==> config.mk <==
export PLATFORM = sky130hd
export DESIGN_NAME = block_ram_arbiter_flat
export DESIGN_NICKNAME = d
export VERILOG_FILES = /design/src/rtl/block_ram_arbiter_if.sv /design/src/rtl/block_ram_arbiter.sv /design/src/flat_wrapper.sv
export SDC_FILE = /design/constraint.sdc
export NUM_CORES = 1
export LEC_CHECK = 0
export ABC_AREA = 1
export CAP_MARGIN = 30
export CORE_ASPECT_RATIO = 1.4
export CORE_MARGIN = 5
export CORE_UTILIZATION = 21
export DETAILED_ROUTE_END_ITERATION = 8
export PLACE_DENSITY_LB_ADDON = 0.05
export SYNTH_ARGS = -nofsm -noshare
export SYNTH_HDL_FRONTEND = slang
export SYNTH_SLANG_ARGS = --single-unit
==> constraint.sdc <==
create_clock -name clk -period 1.5 [get_ports clk]
set_input_delay 0.225 -clock clk [delete_from_list [all_inputs] [get_ports clk]]
set_output_delay 0.225 -clock clk [all_outputs]
set_load 0.01 [all_outputs]
==> src/rtl/block_ram_arbiter_if.sv <==
// block_ram_arbiter_if: one client's request/grant bus into the block_ram arbiter
interface block_ram_arbiter_if #(
  parameter int RAM_WIDTH     = 8,
  parameter int RAM_ADDR_BITS = 4
);
  logic                     req;
  logic                     we;
  logic [RAM_ADDR_BITS-1:0] addr;
  logic [RAM_WIDTH-1:0]     wdata;
  logic                     gnt;
  modport master (output req, we, addr, wdata, input gnt);
  modport slave  (input req, we, addr, wdata, output gnt);
endinterface

==> src/rtl/block_ram_arbiter.sv <==
// block_ram_arbiter: two-client round-robin arbiter in front of one block_ram; define RAM_ARB_CLEAR_EN for post-reset zero-fill
module block_ram_arbiter #(
  parameter int RAM_WIDTH     = 8,
  parameter int RAM_ADDR_BITS = 4
) (
  input  logic                     clk,
  input  logic                     rst_n,
  block_ram_arbiter_if.slave       a,
  block_ram_arbiter_if.slave       b,
  output logic                     rd_valid,
  output logic                     rd_id,
  output logic [RAM_WIDTH-1:0]     rd_data,
  output logic                     busy,
  output logic                     ram_w_en,
  output logic [RAM_ADDR_BITS-1:0] ram_w_addr,
  output logic [RAM_ADDR_BITS-1:0] ram_r_addr,
  output logic [RAM_WIDTH-1:0]     ram_in,
  input  logic [RAM_WIDTH-1:0]     ram_out
);
  logic                     run, clr;
  logic [RAM_ADDR_BITS-1:0] clr_addr;
  logic                     last_q, last_d;
  logic                     rd_valid_q, rd_valid_d;
  logic                     rd_id_q, rd_id_d;
  logic                     acc, sel_b, sel_we;
  logic [RAM_ADDR_BITS-1:0] sel_addr;
  logic [RAM_WIDTH-1:0]     sel_wdata;
`ifdef RAM_ARB_CLEAR_EN
  // INIT holds busy low during reset and for the release cycle, then CLEAR starts
  typedef enum logic [1:0] {INIT, CLEAR, RUN} state_t;
  state_t                   state_q, state_d;
  logic [RAM_ADDR_BITS-1:0] cnt_q, cnt_d;
  // state register and clear address counter
  always_ff @(posedge clk or negedge rst_n) begin
    if (!rst_n) begin
      state_q <= INIT;
      cnt_q   <= '0;
    end else begin
      state_q <= state_d;
      cnt_q   <= cnt_d;
    end
  end
  // next state: step the counter through every address, leave CLEAR when it wraps
  always_comb begin
    state_d = state_q;
    cnt_d   = cnt_q;
    if (state_q == INIT) state_d = CLEAR;
    else if (state_q == CLEAR) begin
      cnt_d = cnt_q + 1'b1;
      if (&cnt_q) state_d = RUN;
    end
  end
  // FSM outputs
  always_comb begin
    run      = state_q == RUN;
    clr      = state_q == CLEAR;
    busy     = clr;
    clr_addr = cnt_q;
  end
`else
  assign run      = 1'b1;
  assign clr      = 1'b0;
  assign busy     = 1'b0;
  assign clr_addr = '0;
`endif
  // round-robin: a lone requester wins, on contention the one not served last wins
  assign a.gnt = run & a.req & (~b.req | last_q);
  assign b.gnt = run & b.req & (~a.req | ~last_q);
  // winner mux onto the RAM ports and next-state of the read return path
  always_comb begin
    acc        = a.gnt | b.gnt;
    sel_b      = b.gnt;
    sel_we     = sel_b ? b.we : a.we;
    sel_addr   = sel_b ? b.addr : a.addr;
    sel_wdata  = sel_b ? b.wdata : a.wdata;
    ram_w_en   = clr | (acc & sel_we);
    ram_w_addr = clr ? clr_addr : sel_addr;
    ram_in     = clr ? '0 : sel_wdata;
    ram_r_addr = sel_addr;
    rd_valid_d = acc & ~sel_we;
    rd_id_d    = rd_valid_d ? sel_b : rd_id_q;
    last_d     = acc ? sel_b : last_q;
  end
  // read-return and round-robin history registers
  always_ff @(posedge clk or negedge rst_n) begin
    if (!rst_n) begin
      rd_valid_q <= 1'b0;
      rd_id_q    <= 1'b0;
      last_q     <= 1'b1;
    end else begin
      rd_valid_q <= rd_valid_d;
      rd_id_q    <= rd_id_d;
      last_q     <= last_d;
    end
  end
  assign rd_valid = rd_valid_q;
  assign rd_id    = rd_id_q;
  assign rd_data  = ram_out;
endmodule
==> src/flat_wrapper.sv <==
// flat-port wrapper written by rule: the top's interface ports become plain ports
module block_ram_arbiter_flat 
#(
  parameter int RAM_WIDTH     = 8,
  parameter int RAM_ADDR_BITS = 4
)
  (clk, rst_n, rd_valid, rd_id, rd_data, busy, ram_w_en, ram_w_addr, ram_r_addr, ram_in, ram_out, a_req, a_we, a_addr, a_wdata, a_gnt, b_req, b_we, b_addr, b_wdata, b_gnt);
  block_ram_arbiter_if #(.RAM_WIDTH(RAM_WIDTH), .RAM_ADDR_BITS(RAM_ADDR_BITS)) a_i ();
  block_ram_arbiter_if #(.RAM_WIDTH(RAM_WIDTH), .RAM_ADDR_BITS(RAM_ADDR_BITS)) b_i ();
  input  logic clk;
  input  logic rst_n;
  output logic rd_valid;
  output logic rd_id;
  output logic [RAM_WIDTH-1:0] rd_data;
  output logic busy;
  output logic ram_w_en;
  output logic [RAM_ADDR_BITS-1:0] ram_w_addr;
  output logic [RAM_ADDR_BITS-1:0] ram_r_addr;
  output logic [RAM_WIDTH-1:0] ram_in;
  input  logic [RAM_WIDTH-1:0] ram_out;
  input wire logic [$bits(a_i.req)-1:0] a_req;
  input wire logic [$bits(a_i.we)-1:0] a_we;
  input wire logic [$bits(a_i.addr)-1:0] a_addr;
  input wire logic [$bits(a_i.wdata)-1:0] a_wdata;
  output wire logic [$bits(a_i.gnt)-1:0] a_gnt;
  input wire logic [$bits(b_i.req)-1:0] b_req;
  input wire logic [$bits(b_i.we)-1:0] b_we;
  input wire logic [$bits(b_i.addr)-1:0] b_addr;
  input wire logic [$bits(b_i.wdata)-1:0] b_wdata;
  output wire logic [$bits(b_i.gnt)-1:0] b_gnt;
  assign a_i.req = a_req;
  assign a_i.we = a_we;
  assign a_i.addr = a_addr;
  assign a_i.wdata = a_wdata;
  assign a_gnt = a_i.gnt;
  assign b_i.req = b_req;
  assign b_i.we = b_we;
  assign b_i.addr = b_addr;
  assign b_i.wdata = b_wdata;
  assign b_gnt = b_i.gnt;
  block_ram_arbiter #(.RAM_WIDTH(RAM_WIDTH), .RAM_ADDR_BITS(RAM_ADDR_BITS)) u_core (.clk(clk), .rst_n(rst_n), .a(a_i), .b(b_i), .rd_valid(rd_valid), .rd_id(rd_id), .rd_data(rd_data), .busy(busy), .ram_w_en(ram_w_en), .ram_w_addr(ram_w_addr), .ram_r_addr(ram_r_addr), .ram_in(ram_in), .ram_out(ram_out));
endmodule
== Word-level counts from Yosys, hierarchy flattened ==
Index checks and enable logic that the tools add are counted.

* Flip-flop bits (word level): 3
* Input port bits: 38
* Output and inout bits: 30
* Logic and storage cells: 17

* Muxes and demuxes: 3
* Bitwise gates (word level): 11

{| class="wikitable"
|+ Operator list
! cell !! number
|-
| $mux 8 || 1
|-
| $and 1x1->1 || 4
|-
| $mux 4 || 1
|-
| $not 1->1 || 4
|-
| $or 1x1->1 || 3
|-
| $mux 1 || 1
|}

== Longest topological paths before layout ==
* Word-level depth: 6
* Mapped depth: 7

== Least setup slack after synthesis ==
Ideal clock, no wire load.

* Path type: flip-flop to output port
* From: register u_core.last_q
* To: output port ram_w_addr[0]
* Arrival time: 1.152 ns
* Required time: 1.275 ns
* Path slack: 0.123 ns
* Cell stages (with the launch flop): 8
* Cell sequence: dfstp_2 nand2_1 nand2_2 inv_2 buf_6 nand2_1 nand2_1 buf_4

* Cells in the longest elaborated chain, start to end: 4

{| class="wikitable"
|+ Ends and longest elaborated chain
! item !! line !! source
|-
| from (decl) || block_ram_arbiter.sv:22 || <nowiki>logic last_q, last_d;</nowiki>
|-
| from (signal assigned) || block_ram_arbiter.sv:93 || <nowiki>last_q <= last_d;</nowiki>
|-
| $not 1->1 || block_ram_arbiter.sv:68 || <nowiki>assign b.gnt = run & b.req & (~a.req | ~last_q);</nowiki>
|-
| $or 1x1->1 || block_ram_arbiter.sv:68 ||
|-
| $and 1x1->1 || block_ram_arbiter.sv:68 ||
|-
| net b_gnt || flat_wrapper.sv:30 || <nowiki>output wire logic [$bits(b_i.gnt)-1:0] b_gnt;</nowiki>
|-
| $mux 4 || block_ram_arbiter.sv:74 || <nowiki>sel_addr = sel_b ? b.addr : a.addr;</nowiki>
|-
| to (decl) || flat_wrapper.sv:17 || <nowiki>output logic [RAM_ADDR_BITS-1:0] ram_w_addr;</nowiki>
|}

The timed path passes the listed nets, and every way through them passes these cells.

== Final worst setup path ==
* From: register u_core.last_q
* To: output port ram_w_en

* Cells in the longest elaborated chain, start to end: 5
* Elaborated cells between the ends (all ways): 8
* Those cells by class: 1 x mux; 7 x bitwise

{| class="wikitable"
|+ Ends and longest elaborated chain
! item !! line !! source
|-
| $not 1->1 || block_ram_arbiter.sv:68 ||
|-
| $or 1x1->1 || block_ram_arbiter.sv:68 ||
|-
| $and 1x1->1 || block_ram_arbiter.sv:68 ||
|-
| $or 1x1->1 or $mux 1 (tied branches) || block_ram_arbiter.sv:71, block_ram_arbiter.sv:73 ||
|-
| $and 1x1->1 * || block_ram_arbiter.sv:76 || <nowiki>ram_w_en = clr | (acc & sel_we);</nowiki>
|-
| to (decl) || flat_wrapper.sv:16 || <nowiki>output logic ram_w_en;</nowiki>
|}

Every way passes the cells marked *; elsewhere a longest branch is shown, timed or not.

==> tab_implementation.tex <==
\begin{tabular}{lr}
\hline
Metric & Value \\
\hline
\multicolumn{2}{l}{\textbf{STA}} \\
\quad Worst Skew & roughly 0.0011 ns \\
\quad Post-layout worst setup margin & -0.102 ns \\
\quad Setup repair after global routing missed its margin & true \\
\quad Final Setup Violations & 17 \\
\quad Number of hold-slack violations in the final timing report & 0 \\
\quad Ratio of final minimum period to clock period & 107\% \\
\quad Fin. max-slew vios & 0 \\
\quad Highest Clock Rate & about 620 MHz \\
\quad Worst hold slack & between 0.15 and 0.2 ns \\
\quad Minimum period implied by the final worst setup slack & 1.60 ns \\
\multicolumn{2}{l}{\textbf{Place}} \\
\quad HPWL after detailed placement & roughly 1200 um \\
\quad Global placer's final weighted congestion & $\sim$0.65 \\
\quad Count of buffers inserted at the top-level ports & 50 \\
\quad Placed Cells & around 140 \\
\multicolumn{2}{l}{\textbf{Logic synthesis}} \\
\quad Main combinational cell family by area after synthesis & simple AND/OR/NAND/NOR gates \\
\quad Adder and majority cell fraction of the synthesized area & 0\% \\
\quad Share of the synthesized area in compound gates (AO/OA/AOI/OAI) & roughly 3.6\% \\
\quad Mux cell area share after synthesis & 0\% \\
\quad Mean area per synthesized cell & 5.61 um2 \\
\quad Gate Count Post-Synth & 74 \\
\quad Number of register bits inferred by synthesis & 3 \\
\quad Number of library cell types mapped by synthesis & 13 \\
\quad Post-Synthesis Cell Area & between 400 and 500 um2 \\
\quad Share of synthesized area occupied by flip-flops and latches & 18.4\% \\
\quad Xor and xnor fraction of the mapped netlist area & 0\% \\
\quad Synthesized Nets & 112 \\
\quad Simple logic cell fraction of the synthesized area & a little over two fifths \\
\quad Number of warnings printed during yosys synthesis & 0 \\
\multicolumn{2}{l}{\textbf{Power and ir drop}} \\
\quad Power density over cell area & roughly 620 mW/mm2 \\
\quad Max VDD drop & between 0.0004 and 0.0005 V \\
\quad Leakage & between 0.5 and 0.6 nW \\
\multicolumn{2}{l}{\textbf{GRT}} \\
\quad Combined global-route utilization of all metal layers & between 10\% and 20\% \\
\quad Initial antenna violation count & 0 \\
\quad Number of global-route vias before repair & a little under 600 \\
\quad Remaining global-route overflow & 0 \\
\quad Wire length of the first global-routing pass & 2390 um \\
\quad Pin count of the biggest net entering global routing & 14 \\
\multicolumn{2}{l}{\textbf{CTS}} \\
\quad Clock network latency to the later pin of the worst-skew pair & 0.23 ns \\
\quad TritonCTS clock tree & yes \\
\quad Clk sink count & 3 \\
\quad Post-CTS Hold Fix Bufs & 0 \\
\quad Number of buffers added by the clock tree synthesis step & 3 \\
\quad CTS Root Cell & sky130\_fd\_sc\_hd\_\_clkbuf\_4 \\
\quad Depth of the CTS H-tree & 1 \\
\quad Number of buffers on the longest clock path & 2 \\
\quad Clock slew seen by the registers of the worst setup and hold paths & approximately 0.040 ns \\
\multicolumn{2}{l}{\textbf{Die}} \\
\quad Die width & approximately 48 um \\
\quad Initial Utilization & between 20\% and 30\% \\
\quad Die H & 62.6 um \\
\quad Overall die area & 0.00298 mm2 \\
\quad Cell Rows & 19 \\
\quad Area of the core & between 0.0015 and 0.002 mm2 \\
\quad I/O pin total & 68 \\
\multicolumn{2}{l}{\textbf{Route}} \\
\quad Detailed router's first-iteration violation count & 7 \\
\quad Post-DR wirelength/cell & between 10 and 15 um \\
\quad Number of design rule violations left after detail routing & 0 \\
\quad DR vias & between 600 and 700 \\
\quad First-pass DRT Iterations & 4 \\
\quad Number of nets with antenna violations after detailed routing & 0 \\
\quad Routed vias/inst & $\sim$4.3 \\
\quad Sum of routed wire length over all layers & 1650 um \\
\multicolumn{2}{l}{\textbf{Worst setup path}} \\
\quad Element type at the critical path end & primary output \\
\quad Worst R2R Setup Slack & approximately 0.16 ns \\
\quad Largest fanout on the critical path & 3 \\
\quad Endpoint arrival time on the critical path & 1.38 ns \\
\quad Kind of launch point of the worst setup path & flip-flop \\
\quad Worst setup path class & flip-flop to primary output \\
\quad Endpoint required time on the critical path & 1.27 ns \\
\multicolumn{2}{l}{\textbf{Finish}} \\
\quad Commonest cells after routing, fill and taps aside & sky130\_fd\_sc\_hd\_\_clkdlybuf4s50\_1 (30), sky130\_fd\_sc\_hd\_\_nand2\_1 (23), sky130\_fd\_sc\_hd\_\_nand2\_2 (13), sky130\_fd\_sc\_hd\_\_buf\_2 (13), sky130\_fd\_sc\_hd\_\_buf\_6 (11) \\
\quad Layout cells sized above 1 & approximately 44\% \\
\quad Commonest non-fill, non-tap cell in the layout & sky130\_fd\_sc\_hd\_\_clkdlybuf4s50\_1 \\
\quad Post-synthesis to final-layout area growth & 135\% \\
\quad Diode insertion count for antenna repair & 0 \\
\quad Number of nets in the finished design & about 160 \\
\quad Final non-filler cell total & between 100 and 150 \\
\multicolumn{2}{l}{\textbf{Run}} \\
\quad Maximum capacitance violations & 0 \\
\multicolumn{2}{l}{\textbf{Outcome}} \\
\quad Result of the run & complete, but fails checks \\
\quad Violated checks & negative setup slack \\
\multicolumn{2}{l}{\textbf{Hold path}} \\
\quad Type of the most critical hold path & input pin to asynchronous set/reset pin \\
\hline
\end{tabular}
[cells by family after synthesis]
family                 Yosys count
other                            1
AND/OR/NAND/NOR                 46
flip-flops                       3
AO/OA/AOI/OAI                    3
buffers and inverters           21
[path summary, 6_finish.rpt]
path,to,from,cells after the start
worst max-delay path,ram_w_en,u_core.last_q,7
worst min-delay path,u_core.rd_valid,rst_n,1
worst max register to register,u_core.rd_id,u_core.last_q,9
worst min register to register,u_core.rd_id,u_core.rd_id,2
max in group asynchronous,u_core.last_q,rst_n,1
min in group clk,rd_data[2],ram_out[2],0
[stage by stage]
step	utilization [%]	instance area, um2	worst slack [ns]	setup TNS, ns	power [W]
6_report	50.7	976	-0.102	-1.02	0.000603
3_5_place_dp	44.8	863	-0.514	-8.86	0.000430
4_1_cts	46.3	891	-0.110	-1.27	0.000570
5_1_grt	50.7	976	-0.181	-2.34	0.000657
3_3_place_gp	44.8	863	-0.478	-8.42	0.000428
2_1_floorplan	-	415	0.123	0	0.000253
[worst max-delay path, stage by stage (launching register included)]
cell                      delay (ns)
sky130_fd_sc_hd__dfstp_2        0.54
sky130_fd_sc_hd__nand2_4        0.06
sky130_fd_sc_hd__nand2_4        0.06
sky130_fd_sc_hd__buf_6          0.11
sky130_fd_sc_hd__buf_6          0.10
sky130_fd_sc_hd__nand2_4        0.04
sky130_fd_sc_hd__a21oi_2        0.10
sky130_fd_sc_hd__buf_2          0.14
[metal layers]
| metal | track usage (%) | share of wire [%] | wire [um] | up-vias |
|---|---|---|---|---|
| met5 | 0 | 0 | 0 | - |
| met4 | 3.37 | 0 | 0 | 0 |
| met3 | 3.75 | 18 | 294 | 0 |
| met2 | 20.3 | 54 | 893 | 34 |
| met1 | 8.98 | 28 | 460 | 275 |
| li1 | - | - | - | 309 |
[final cells by class]
| type | instances | area [um2] |
|---|---|---|
| timing repair buffer | 61 | 541 |
| clock buffer | 4 | 26.3 |
| inverter | 6 | 27.5 |
| multi-input combinational | 50 | 279 |
| tap | 21 | 26.3 |
| fill | 217 | 950 |
| sequential | 3 | 76.3 |
[synth_stat cells]
cell,count,area [um2]
sky130_fd_sc_hd__nand2_1,41,154
sky130_fd_sc_hd__buf_4,14,105
sky130_fd_sc_hd__inv_1,5,18.8
sky130_fd_sc_hd__nand3_1,3,15.0
sky130_fd_sc_hd__a21oi_1,2,10.0
sky130_fd_sc_hd__dfrtp_1,2,50.1
sky130_fd_sc_hd__buf_6,1,11.3
sky130_fd_sc_hd__conb_1,1,3.75
sky130_fd_sc_hd__dfstp_2,1,26.3
sky130_fd_sc_hd__inv_2,1,3.75
sky130_fd_sc_hd__nand2_2,1,6.26
sky130_fd_sc_hd__o21ai_0,1,5.00
sky130_fd_sc_hd__or2_1,1,6.26
[repair_timing]
| item | 4_1_cts | 5_1_grt |
|---|---|---|
| pin swaps | 8 | 10 |
| cloned | 1 | 0 |
| resized for setup | 92 | 22 |
| endpoints found under the setup margin | 19 | 19 |
| setup buffers | 3 | 2 |
[report_power, final]
group / switching (W) / internal (W) / leakage (nW)
registers: 0.00000653 / 0.0000956 / 0.0348
logic: 0.000158 / 0.000206 / 0.469
clock network: 0.0000383 / 0.0000995 / 0.0150
[registers in the layout, indices dropped and copies added, names as in the netlist]
register,flops
u_core.rd_valid,1
u_core.last_q,1
u_core.rd_id,1
Power figures use the tool's default switching activity.
